<file path="src/rtl/multiword_add_pkg.sv">
// Shared types and defaults for the multi-word add sequencer.
package multiword_add_pkg;

  typedef enum logic [1:0] {
    IDLE = 2'd0,
    RUN  = 2'd1,
    DONE = 2'd2
  } state_t;

  localparam int N_DEF     = 8;
  localparam int WORDS_DEF = 4;
  localparam int REQS_DEF  = 2;

  // Requester id width; a single requester still gets a 1-bit id.
  function automatic int id_width(input int reqs);
    return (reqs > 1) ? $clog2(reqs) : 1;
  endfunction

endpackage

</file>
<file path="src/rtl/N_bit_adder.sv">
// Existing N-bit ripple-carry adder datapath built from single-bit full adders.
module full_adder (
  input  logic a,
  input  logic b,
  input  logic cin,
  output logic sum,
  output logic cout
);
  assign sum  = a ^ b ^ cin;
  assign cout = (a & b) | (cin & (a ^ b));
endmodule

module N_bit_adder #(
  parameter int N = 8
) (
  input  logic [N-1:0] a,
  input  logic [N-1:0] b,
  input  logic         cin,
  output logic [N-1:0] sum,
  output logic         cout
);
  logic [N:0] carry;

  assign carry[0] = cin;
  assign cout     = carry[N];

  for (genvar gi = 0; gi < N; gi++) begin : g_bit
    full_adder u_fa (
      .a   (a[gi]),
      .b   (b[gi]),
      .cin (carry[gi]),
      .sum (sum[gi]),
      .cout(carry[gi+1])
    );
  end
endmodule

</file>
<file path="src/rtl/multiword_add_sequencer_rr_arbiter.sv">
// Round-robin arbiter: one-hot grant to the first valid requester at or after rr_ptr.
module rr_arbiter #(
  parameter int REQS = 2,
  parameter int ID_W = 1
) (
  input  logic [REQS-1:0] req_valid,
  input  logic [ID_W-1:0] rr_ptr,
  output logic [REQS-1:0] grant
);
  int   idx;
  logic found;

  // Walk rr_ptr, rr_ptr+1, ... (mod REQS) and grant the first valid requester.
  always_comb begin
    grant = '0;
    found = 1'b0;
    idx   = 0;
    for (int off = 0; off < REQS; off++) begin
      idx = int'(rr_ptr) + off;
      if (idx >= REQS) idx = idx - REQS;
      for (int r = 0; r < REQS; r++) begin
        if (!found && (r == idx) && req_valid[r]) begin
          grant[r] = 1'b1;
          found    = 1'b1;
        end
      end
    end
  end
endmodule

</file>
<file path="src/rtl/multiword_add_sequencer.sv">
// Multi-word add sequencer: shares one N-bit ripple adder between REQS requesters,
// adding one word per cycle LSW first with a registered inter-word carry.
// Optional macro ADDSUB_EN adds a per-requester req_sub input selecting A-B.
module multiword_add_sequencer
  import multiword_add_pkg::*;
#(
  parameter int N     = N_DEF,
  parameter int WORDS = WORDS_DEF,
  parameter int REQS  = REQS_DEF,
  localparam int W    = N * WORDS,
  localparam int ID_W = id_width(REQS)
) (
  input  logic              clk,
  input  logic              rst_n,
  input  logic [REQS-1:0]   req_valid,
  output logic [REQS-1:0]   req_ready,
  input  logic [REQS*W-1:0] req_a,
  input  logic [REQS*W-1:0] req_b,
  input  logic [REQS-1:0]   req_cin,
`ifdef ADDSUB_EN
  input  logic [REQS-1:0]   req_sub,
`endif
  output logic              rsp_valid,
  input  logic              rsp_ready,
  output logic [W-1:0]      rsp_sum,
  output logic              rsp_cout,
  output logic [ID_W-1:0]   rsp_id
);
  localparam int K_W = (WORDS > 1) ? $clog2(WORDS) : 1;
  localparam logic [K_W-1:0] K_LAST = K_W'(WORDS - 1);

  state_t          state_reg, state_next;
  logic [ID_W-1:0] rr_ptr_reg;
  logic [K_W-1:0]  k_reg;
  logic            carry_reg;
  logic [W-1:0]    a_reg, b_reg;
  logic            sub_reg;
  logic            rsp_valid_reg, rsp_cout_reg;
  logic [W-1:0]    sum_reg, sum_next;
  logic [ID_W-1:0] rsp_id_reg;

  logic [REQS-1:0] grant;
  logic [ID_W-1:0] grant_id, rr_ptr_next;
  logic            accept;
  logic [W-1:0]    cap_a, cap_b;
  logic            cap_cin, cap_sub;
  logic [N-1:0]    a_word, b_raw, b_word, sum_word;
  logic            cout_word;

  rr_arbiter #(.REQS(REQS), .ID_W(ID_W)) u_arb (
    .req_valid(req_valid),
    .rr_ptr   (rr_ptr_reg),
    .grant    (grant)
  );

  assign req_ready   = (state_reg == IDLE) ? grant : '0;
  assign accept      = |(req_valid & req_ready);
  assign rr_ptr_next = (grant_id == ID_W'(REQS - 1)) ? '0 : grant_id + ID_W'(1);

  // Encode the grant and mux out the granted requester's operands.
  always_comb begin
    grant_id = '0;
    cap_a    = '0;
    cap_b    = '0;
    cap_cin  = 1'b0;
    cap_sub  = 1'b0;
    for (int r = 0; r < REQS; r++) begin
      if (grant[r]) begin
        grant_id = ID_W'(r);
        cap_a    = req_a[r*W +: W];
        cap_b    = req_b[r*W +: W];
        cap_cin  = req_cin[r];
`ifdef ADDSUB_EN
        cap_sub  = req_sub[r];
`endif
      end
    end
  end

  // Select the operand words for the current word index.
  always_comb begin
    a_word = '0;
    b_raw  = '0;
    for (int w = 0; w < WORDS; w++) begin
      if (k_reg == K_W'(w)) begin
        a_word = a_reg[w*N +: N];
        b_raw  = b_reg[w*N +: N];
      end
    end
  end

  // Subtraction is A + ~B + 1: invert each B word; the +1 comes from the preset carry.
  assign b_word = b_raw ^ {N{sub_reg}};

  N_bit_adder #(.N(N)) u_adder (
    .a   (a_word),
    .b   (b_word),
    .cin (carry_reg),
    .sum (sum_word),
    .cout(cout_word)
  );

  // Merge the fresh sum word into its slot of the result.
  always_comb begin
    sum_next = sum_reg;
    for (int w = 0; w < WORDS; w++) begin
      if (k_reg == K_W'(w)) sum_next[w*N +: N] = sum_word;
    end
  end

  // FSM state register.
  always_ff @(posedge clk or negedge rst_n) begin
    if (!rst_n) state_reg <= IDLE;
    else        state_reg <= state_next;
  end

  // Next-state logic: accept in IDLE, one word per cycle in RUN, hold in DONE.
  always_comb begin
    state_next = state_reg;
    case (state_reg)
      IDLE:    if (accept) state_next = RUN;
      RUN:     if (k_reg == K_LAST) state_next = DONE;
      DONE:    if (rsp_ready) state_next = IDLE;
      default: state_next = IDLE;
    endcase
  end

  // Datapath registers: operand capture, word sequencing and response hold.
  always_ff @(posedge clk or negedge rst_n) begin
    if (!rst_n) begin
      rr_ptr_reg    <= '0;
      k_reg         <= '0;
      carry_reg     <= 1'b0;
      a_reg         <= '0;
      b_reg         <= '0;
      sub_reg       <= 1'b0;
      rsp_valid_reg <= 1'b0;
      sum_reg       <= '0;
      rsp_cout_reg  <= 1'b0;
      rsp_id_reg    <= '0;
    end else begin
      case (state_reg)
        IDLE: begin
          if (accept) begin
            a_reg      <= cap_a;
            b_reg      <= cap_b;
            sub_reg    <= cap_sub;
            carry_reg  <= cap_sub ? 1'b1 : cap_cin;
            rsp_id_reg <= grant_id;
            rr_ptr_reg <= rr_ptr_next;
            k_reg      <= '0;
          end
        end
        RUN: begin
          sum_reg   <= sum_next;
          carry_reg <= cout_word;
          if (k_reg == K_LAST) begin
            rsp_cout_reg  <= cout_word;
            rsp_valid_reg <= 1'b1;
          end else begin
            k_reg <= k_reg + K_W'(1);
          end
        end
        DONE: begin
          if (rsp_ready) rsp_valid_reg <= 1'b0;
        end
        default: ;
      endcase
    end
  end

  assign rsp_valid = rsp_valid_reg;
  assign rsp_sum   = sum_reg;
  assign rsp_cout  = rsp_cout_reg;
  assign rsp_id    = rsp_id_reg;
endmodule

</file>
<file path="config.mk">
export PLATFORM = sky130hd
export DESIGN_NAME = multiword_add_sequencer
export DESIGN_NICKNAME = d
export VERILOG_FILES = /design/src/rtl/multiword_add_pkg.sv /design/src/rtl/N_bit_adder.sv /design/src/rtl/multiword_add_sequencer_rr_arbiter.sv /design/src/rtl/multiword_add_sequencer.sv
export SDC_FILE = /design/constraint.sdc
export NUM_CORES = 1
export LEC_CHECK = 0
export BUFFER_PORTS_ARGS = -buffer_cell sky130_fd_sc_hd__clkbuf_2
export CORE_MARGIN = 2
export CORE_UTILIZATION = 33
export CTS_BUF_LIST = sky130_fd_sc_hd__clkbuf_4
export DETAILED_ROUTE_END_ITERATION = 10
export GPL_TIMING_DRIVEN = 0
export MAX_ROUTING_LAYER = met4
export SYNTH_ARGS = -nofsm -noshare
export SYNTH_HDL_FRONTEND = slang
export SYNTH_SLANG_ARGS = --single-unit
</file>
<file path="constraint.sdc">
create_clock -name clk -period 12.6 [get_ports clk]
set_clock_uncertainty 0.2 [all_clocks]
set_input_delay 2.52 -clock clk [delete_from_list [all_inputs] [get_ports clk]]
set_output_delay 2.52 -clock clk [all_outputs]
set_load 0.01 [all_outputs]
</file>
==> key figures <==
Clocking
  – Hold Buf Count CTS: 0
  – Clk sinks: 105
  – Post-cts resize count: 0
  – Post-CTS Setup Inserts: 0
  – Clk slew on worst S/H paths: roughly 0.15 ns
  – CTS tree: yes
  – Worst-case clock buffer depth: 2
  – Worst-Skew Late Latency: 0.49 ns
  – Root Driver: clkbuf_4
  – Total CTS buffers: 9
  – H-tree depth: 3

Worst setup path
  – Crit path buf inv count: 4
  – Critical path class: in2out
  – WP data arrival: 3.54 ns
  – Crit path max-delay cell type: buf_2
  – FF-to-FF setup slack: 7.49 ns
  – Worst reg-to-reg path cell count: 18
  – Max incr delay on CP: approximately 0.35 ns
  – Crit path top cell by count: clkbuf_2
  – R2R Path End: rsp_sum[7]$_DFFE_PN0P_
  – Crit-path cells: clkbuf_2, a21boi_2, buf_2, nand2_1, inv_1, clkbuf_2
  – Crit path max-delay family: buffers and inverters
  – Critical Path Start Type: primary input
  – Crit end category: output port
  – CP required: roughly 9.9 ns
  – Critical path peak fanout: 10
  – R2R Path Start: k_reg[1]$_DFFE_PN0P_

Logic synthesis
  – Top FF cell, synth: dfrtp_1
  – Mapped Area: approximately 5500 um2
  – Ys Warns: 0
  – Syn Nets: 691
  – Post-synth ARST share: 100.0%
  – #FFs+latches synth: ~110
  – Mapped Cells: 544
  – Post-synth EDFFs: 0
  – Avg Synthesized Cell Area: between 10 and 15 um2
  – Post-synthesis sequential area ratio: between 40% and 50%
  – Yosys cell types: 36

Pwr
  – PwrDens: 284.7 nW/um2
  – Net Sw Power: ~900 uW
  – Switching Fraction: 45.13%
  – Int Power: about 1100 uW
  – Combinational Power Share: a little under three fifths
  – Reg power frac: a little under a third
  – Leak Pwr: around 0.0031 uW
  – Clock power share: ~11%
  – Total power: between 1500 and 2000 uW
  – Worst vdd ir: ~0.11 mV

Routing
  – Vias: approximately 5000
  – Routed Antenna Nets: 0
  – Routed length per placed instance: between 15 and 20 um
  – DRC Markers: 0
  – Initial drt markers: ~300
  – Vias per inst: ~5.2
  – DRT Wirelength: approximately 17 mm
  – DR pass1 iterations: 5

Cells and area
  – Final Cell Area: between 6000 and 7000 um2
  – Fraction of layout cells with a size suffix above 1: 37.40%
  – Layout area overhead: 23.95%
  – Nets: about 870
  – Final core occ: 41.60%
  – Filler cells: around 1700

Global route
  – Vias in the first global route: a little under 5000
  – Largest net degree at the start of global routing: about 110
  – Initial antenna violation count: 0
  – First-pass GRT wire length: between 20 and 30 mm
  – All-Layer GR Usage: 19.56%
  – Grt total ovfl: 0

Timing
  – Final worst-path cycle share: around half
  – Post-route minimum period: 6.257 ns
  – Sum Neg Setup Slack: 0 ns
  – Tightest Pin Transition: 0.8328 ns
  – Final Max Slew Viols: 0
  – RSZ-0062 raised after global routing: no
  – Fmax: 159.8 MHz
  – Final setup margin: approximately 6.3 ns
  – Hold Fails Final Rpt: 0
  – Slew headroom: between 40% and 50%
  – Final Setup Violations: 0

Run
  – Max-cap check violation count: 0

Floorplanning
  – Die height: around 130 um
  – Top Ports: 172
  – Die area: roughly 18000 um2
  – Die Wd: approximately 130 um
  – # rows: 47
  – Initial cell density of the core: 33.56%
  – Core region area: between 15000 and 20000 um2

Place
  – RD Place Congestion: about 0.8
  – Placed inst area: ~6700 um2
  – Final HPWL DP: approximately 13 mm
  – Port bufs: 170
  – Dpl ws: 6.352 ns

Outcome
  – Status: completed

Worst hold path
  – Hold_sp: rsp_sum[4]$_DFFE_PN0P_
  – Worst Hold Class: reg2reg
  – Worst Hold End: rsp_sum[4]$_DFFE_PN0P_
  – Hold Path Cell Cnt: 2
worst max path at each step:
| stage | from | slack, ns | endpoint | depth (start not counted) |
|---|---|---|---|---|
| global route | req_valid[0] | 6.28 | req_ready[0] | 6 |
| global placement | req_valid[1] | 6.36 | req_ready[0] | 6 |
| finish | req_valid[0] | 6.34 | req_ready[0] | 6 |
| CTS | req_valid[0] | 6.35 | req_ready[0] | 6 |
| floorplan | req_valid[1] | 6.74 | req_ready[0] | 5 |
| detailed placement | req_valid[1] | 6.35 | req_ready[0] | 6 |
tightest hold or removal path, delay by kind of cell (launching register included):
kind / cells / cell delay, ns
AOI/OAI and AO/OA: 1 / 0.06
DFF: 1 / 0.37
and+or+nand+nor: 1 / 0.05
cell type report:
type                       count  area, um2  share of cell area (%)
sequential                   105       2628                   38.36
tap                          220      275.3                   4.018
timing repair buffer         170      859.6                   12.55
clock inverter                 7      118.9                   1.735
inverter                      23      86.33                   1.260
clock buffer                   9      67.56                  0.9863
multi-input combinational    356       2491                   36.37
buffer                        60      321.6                   4.694
antenna                        1      2.502                 0.03653
synthesized netlist by cell type (2+ instances only):
master | n | share of area [%]
a221oi_1 | 2 | 0.32
mux2_2 | 17 | 3.5
buf_1 | 3 | 0.20
nand2b_1 | 3 | 0.34
buf_6 | 7 | 1.4
o31ai_1 | 2 | 0.27
fa_1 | 8 | 2.9
buf_2 | 26 | 2.4
ha_1 | 4 | 0.91
a21oi_1 | 127 | 12
a21oi_2 | 30 | 4.8
nand2_1 | 31 | 2.1
a22oi_1 | 8 | 1.1
o21ai_0 | 31 | 2.8
nor2b_1 | 4 | 0.45
a32oi_1 | 64 | 10
a221o_1 | 2 | 0.36
dfrtp_1 | 105 | 48
inv_1 | 23 | 1.6
buf_4 | 3 | 0.41
clkbuf_1 | 21 | 1.4
nand3b_1 | 3 | 0.41
a22o_1 | 7 | 1.1
metal layers:
layer | share of wire, % | up-vias | track usage [%]
li1 | - | 2414 | -
met1 | 46 | 2363 | 25.95
met2 | 46 | 171 | 30.99
met3 | 6.1 | 21 | 3.729
met4 | 1.8 | 0 | 5.024
met5 | 0 | - | -
power by group through the flow:
stage | clock network, uW | registers (uW) | logic (uW)
after CTS | 221 | 619 | 1130
final | 215 | 620 | 1120
after global routing | 235 | 639 | 1250
after global placement | 0 | 625 | 1110
after detailed placement | 0 | 625 | 1130
after floorplan | 0 | 620 | 740
cells by family after synthesis:
kind of cell / synth area share [%]
buf+inv: 7.381
mux: 3.668
compound gates: 33.28
fa+ha+maj: 3.803
simple gates: 4.324
flops: 47.54
metrics by stage:
stage / hold WS [ns] / cells
floorplan: 0.2829 / 544
global placement: 0.2620 / 934
detailed placement: 0.2707 / 934
CTS: 0.3057 / 950
global route: 0.3217 / 950
finish: 0.2986 / 951
placed cells by master, fill, tap and decap left out, types with 4 or more instances in the layout:
| master | n |
|---|---|
| buf_6 | 7 |
| a21oi_1 | 127 |
| clkbuf_2 | 169 |
| a22o_1 | 7 |
| inv_1 | 23 |
| nand2_1 | 31 |
| ha_1 | 4 |
| a32oi_1 | 64 |
| o21ai_0 | 31 |
| buf_2 | 26 |
| fa_1 | 8 |
| dfrtp_1 | 105 |
| clkbuf_1 | 21 |
| nor2b_1 | 4 |
| clkbuf_4 | 9 |
| a22oi_1 | 8 |
| mux2_2 | 17 |
| a21oi_2 | 30 |
No activity file was read; power rests on OpenSTA's default activity.
